==> src/rtl/qoa_cmd_sequencer.sv <==
// SPI command sequencer for the QOA decoder: parses opcode frames into 16-bit
// decoder load words, issues slice starts, and buffers decoded samples for readback.
module qoa_cmd_sequencer #(
  parameter int unsigned FIFO_DEPTH = 4
) (
  input  logic        sclk,
  input  logic        rst_n,
  input  logic        cs_n,
  input  logic        rx_valid,
  input  logic [7:0]  rx_byte,
  input  logic        dec_ready,
  output logic        dec_load,
  output logic [1:0]  dec_sel,
  output logic [1:0]  dec_idx,
  output logic [15:0] dec_word,
  output logic        dec_start,
  input  logic        sample_valid,
  input  logic [15:0] sample,
  output logic        sample_ready,
  output logic [15:0] tx_word,
  output logic        busy,
  output logic [2:0]  err
);

  localparam int unsigned AW = $clog2(FIFO_DEPTH);
  localparam int unsigned CW = $clog2(FIFO_DEPTH + 1);

  typedef enum logic [1:0] {IDLE, PAYLOAD, PEND, START} state_t;

  state_t        state;
  logic [2:0]    cnt;
  logic [7:0]    hi_byte;
  logic [15:0]   mem [FIFO_DEPTH];
  logic [AW-1:0] wptr;
  logic [AW-1:0] rptr;
  logic [CW-1:0] count;

  logic cmd, read_cmd, clr_cmd, empty, push, pop;
  logic ev_abort, ev_over, ev_under;

  always_comb begin
    cmd          = rx_valid && (state == IDLE);
    read_cmd     = cmd && (rx_byte == 8'h04);
    clr_cmd      = cmd && (rx_byte == 8'h0F);
    empty        = (count == '0);
    sample_ready = (count != CW'(FIFO_DEPTH));
    push         = sample_valid && sample_ready;
    pop          = read_cmd && !empty;
    ev_under     = read_cmd && empty;
    ev_over      = rx_valid && (state == PEND);
    ev_abort     = cs_n && (((state == PAYLOAD) && (cnt != '0)) || (state == PEND));
  end

  assign busy = (state != IDLE);

  always_ff @(posedge sclk) begin
    if (push) mem[wptr] <= sample;
  end

  always_ff @(posedge sclk) begin
    if (!rst_n) begin
      state     <= IDLE;
      cnt       <= '0;
      hi_byte   <= '0;
      wptr      <= '0;
      rptr      <= '0;
      count     <= '0;
      tx_word   <= '0;
      err       <= '0;
      dec_load  <= 1'b0;
      dec_start <= 1'b0;
      dec_word  <= '0;
      dec_sel   <= '0;
      dec_idx   <= '0;
    end else begin
      // New error events win over a same-cycle CLR_ERR.
      err <= (clr_cmd ? 3'b000 : err) | {ev_abort, ev_over, ev_under};

      if (push) wptr <= wptr + 1'b1;
      if (pop) begin
        tx_word <= mem[rptr];
        rptr    <= rptr + 1'b1;
      end else if (ev_under) begin
        tx_word <= 16'h8000;
      end
      if (push && !pop)      count <= count + 1'b1;
      else if (pop && !push) count <= count - 1'b1;

      case (state)
        IDLE: begin
          dec_start <= 1'b0;
          if (rx_valid && (rx_byte == 8'h01 || rx_byte == 8'h02 || rx_byte == 8'h03)) begin
            state   <= PAYLOAD;
            cnt     <= '0;
            dec_sel <= rx_byte[1:0] - 2'd1;
          end
        end
        PAYLOAD: begin
          if (cs_n) begin
            state <= IDLE;
            cnt   <= '0;
          end else if (rx_valid) begin
            cnt <= cnt + 3'd1;
            if (!cnt[0]) begin
              hi_byte <= rx_byte;
            end else begin
              dec_word <= {hi_byte, rx_byte};
              dec_idx  <= cnt[2:1];
              dec_load <= 1'b1;
              state    <= PEND;
            end
          end
        end
        PEND: begin
          if (cs_n) begin
            state    <= IDLE;
            cnt      <= '0;
            dec_load <= 1'b0;
          end else if (dec_ready) begin
            dec_load <= 1'b0;
            if (dec_idx != 2'd3) begin
              state <= PAYLOAD;
            end else if (dec_sel == 2'd2) begin
              state     <= START;
              dec_start <= 1'b1;
            end else begin
              state <= IDLE;
            end
          end
        end
        START: begin
          dec_start <= 1'b0;
          state     <= IDLE;
        end
        default: state <= IDLE;
      endcase
    end
  end

endmodule

==> config.mk <==
export PLATFORM = sky130hd
export DESIGN_NAME = qoa_cmd_sequencer
export DESIGN_NICKNAME = d
export VERILOG_FILES = /design/src/rtl/qoa_cmd_sequencer.sv
export SDC_FILE = /design/constraint.sdc
export NUM_CORES = 1
export LEC_CHECK = 0
export ABC_AREA = 1
export CAP_MARGIN = 5
export CORE_MARGIN = 8
export CORE_UTILIZATION = 56
export CTS_CLUSTER_SIZE = 16
export DETAILED_ROUTE_END_ITERATION = 10
export DONT_BUFFER_PORTS = 1
export MAX_ROUTING_LAYER = met4
export PLACE_DENSITY = 0.83
export SYNTH_ARGS = -nofsm -noshare
export SYNTH_HDL_FRONTEND = slang
export SYNTH_SLANG_ARGS = --single-unit
==> constraint.sdc <==
create_clock -name sclk -period 2.1 [get_ports sclk]
set_input_delay 0.63 -clock sclk [delete_from_list [all_inputs] [get_ports sclk]]
set_output_delay 0.63 -clock sclk [all_outputs]
set_load 0.01 [all_outputs]
==> results of run 1 <==
## kinds of logic (layout without fill, tap and decap cells)
group / count (synthesis) / in the layout / synth area share
buf+inv: 70 / 96 / 0.0575
compound gates: 139 / 139 / 0.149
xor+xnor: 1 / 1 / 0.00170
simple gates: 156 / 156 / 0.130
fa+ha+maj: 17 / 17 / 0.0429
flops: 127 / 127 / 0.619
## synthesized netlist by cell type
cell	number	area (um^2)
nor2_1	70	263
o21ai_0	68	340
edfxtp_1	64	1920
dfxtp_1	63	1260
nand2_1	54	203
a21oi_1	41	205
inv_1	40	150
ha_1	16	200
o22ai_1	15	93.8
nand2_2	13	81.3
clkbuf_1	11	41.3
a21oi_2	9	78.8
buf_2	9	45.0
nand3_1	9	45.0
inv_2	6	22.5
nand4_1	5	31.3
clkinv_1	2	7.51
nor2_4	2	22.5
o21ai_1	2	10.0
a32o_1	1	10.0
buf_12	1	20.0
clkinv_4	1	8.76
fa_1	1	20.0
nand2_4	1	11.3
nor2_2	1	6.26
nor3_1	1	5.00
o211a_1	1	10.0
o211ai_1	1	7.51
o21bai_1	1	7.51
xor2_1	1	8.76
## final cells by class
| class | count | area [um^2] | area share |
|---|---|---|---|
| inverters | 49 | 191 | 0.0325 |
| well taps | 111 | 139 | 0.0236 |
| clock buffers | 18 | 418 | 0.0710 |
| multi-input cells | 313 | 1690 | 0.286 |
| repair buffers | 15 | 113 | 0.0191 |
| clock inverters | 14 | 156 | 0.0266 |
| flip-flops and latches | 127 | 3190 | 0.541 |
## stage by stage
stage	instance area, um^2	std cells
6_report	5890	647
5_1_grt	5890	647
4_1_cts	5870	647
3_5_place_dp	5300	615
3_3_place_gp	5300	615
2_1_floorplan	5150	510
## worst min-delay path by stage
stage | to | depth (start not counted)
2_1_floorplan | dec_word[10] | 2
3_3_place_gp | dec_word[12] | 2
3_5_place_dp | dec_word[9] | 2
4_1_cts | dec_sel[0] | 1
5_1_grt | dec_sel[0] | 1
6_report | dec_sel[0] | 1
## worst max-delay path: cells and delay by family, from the launching register on
kind / cells / cell delay (ns)
flops: 1 / 0.33
simple gates: 6 / 0.59
compound gates: 2 / 0.22
fa+ha+maj: 3 / 0.50
buf+inv: 2 / 0.16
## power breakdown
group,internal [mW],switching [mW]
combinational,0.207,0.393
clock,1.71,1.10
sequential,2.78,0.101
total,4.69,1.59
## flip-flops by register name, summed over array words and instances, names as in the netlist, 3 cells and up, named ones only
name,cells
cnt,3
count,3
dec_word,16
err,3
hi_byte,8
mem,64
tx_word,16
## routing by layer
| layer | track usage | share of wire |
|---|---|---|
| met1 | 0.189 | 0.37 |
| met2 | 0.310 | 0.50 |
| met3 | 0.0909 | 0.10 |
| met4 | 0.0684 | 0.018 |
| met5 | - | 0 |
==> results.cfg, run 1 <==
[sta]
finalMaxSlewViolations = 0
fin_crit_ns = 1.94
finalSetupTns_ns = 0
fin_crit_sh = 0.922
whs_ns = 0.204
max_slew.worst_pin.slew_ns = 0.539
setup_viol = 0
final.setup.worst_slack_ns = 0.163
fin_skew_ns = 0.00636
finalHoldViolCount = 0
clock.fmax_mhz = 516
relSlewSlack = 0.640

[global_routing]
global_route.overflow_total = 0
grt_pass1_wl_mm = 17.9
grtUsageTotal = 0.187
grt_max_degree = 45
grt_antenna_before_repair = 0
grt_pass1_vias = 3605

[synthesis]
syn_inst = 510
yosysWarnings = 0
yosysUniqueCellTypes = 30
syn_area_um2 = 5140
synth_nets = 557
ys_ff_latch = 127
syn_area_per_cell_um2 = 10.1
synth-seq-area-share = 0.619

[worst_hold_path]
hold_start = rx_byte[0]
worstHoldPathType = input port to flip-flop

[die]
fp.coreArea_um2 = 9060
die_area_um2 = 12500
die_x_um = 112
initial_utilization = 0.567
die_y_um = 112
io_pins = 73
rows = 35

[worst_setup_path]
r2r_start = state[1]
worst_r2r_path_depth = 13
max_stage_delay_ns = 0.33
critPathLaunch = state[1]
critical_path_class = flip-flop to flip-flop
crit_arrival_ns = 2.33
r2r-end = count[2]
worst-path-max-fanout = 4
slowest_stage = dfxtp_2
start_kind = flip-flop
cp.required_ns = 2.50
crit_end = count[2]
reg2reg_slack_ns = 0.16
crit_path_cell_trace = inv_2, ha_4, nand4_1, nor2_4, nand2_4, ha_4, inv_2, fa_1, nor2_1, nor2_1, nand2_1, o21ai_0, a21oi_1
cp-end-kind = flip-flop

[routing]
wl_per_cell_um = 17.1
drc = 0
detail_route.vias_per_cell = 5.59
drt_wl_total_mm = 11.1
first_pass_iters = 4
drtIter0Drc = 226
vias = 3617
antenna_left = 0

[clocking]
postCtsResizedCells = 0
cts_max_level = 4
cts_buffer_depth = 2
clk_pin_slew_ns = 0.06
cts_buffers = 17
clock_sinks = 127
post-cts-setup-buffers = 0
cts_hold_buf = 0
worstSkewPairLatency_ns = 0.51
clockRootBuffer = clkbuf_8
cts_tree = done

[place]
gp_congestion = 0.797
hpwl_mm = 7.23
port_buffers = 0
place_ws_ns = -0.0383

[layout]
final_nets = 570
fill_cells = 672
area_growth_pct = 14.6
antenna_cells = 0
fin_util = 0.650
final_cell_mix = nor2_1 (70), o21ai_0 (67), edfxtp_1 (64)
drive_gt1_frac = 0.164
layout_commonest_cell = nor2_1

[status]
outcome = finished clean

[power]
p_leak_nw = 2.28
p_total_mw = 6.29
power_density_nw_per_um2 = 1070
ir_drop_uv = 679

[run]
cap_violations = 0
Note: power is estimated with default switching activity, not from simulation.
==> run 2, diff against run 1 <==
- CAP_MARGIN: 5 -> 20
==> results of run 2 <==
Final layout, timing and power as in run 1 (identical DEF).
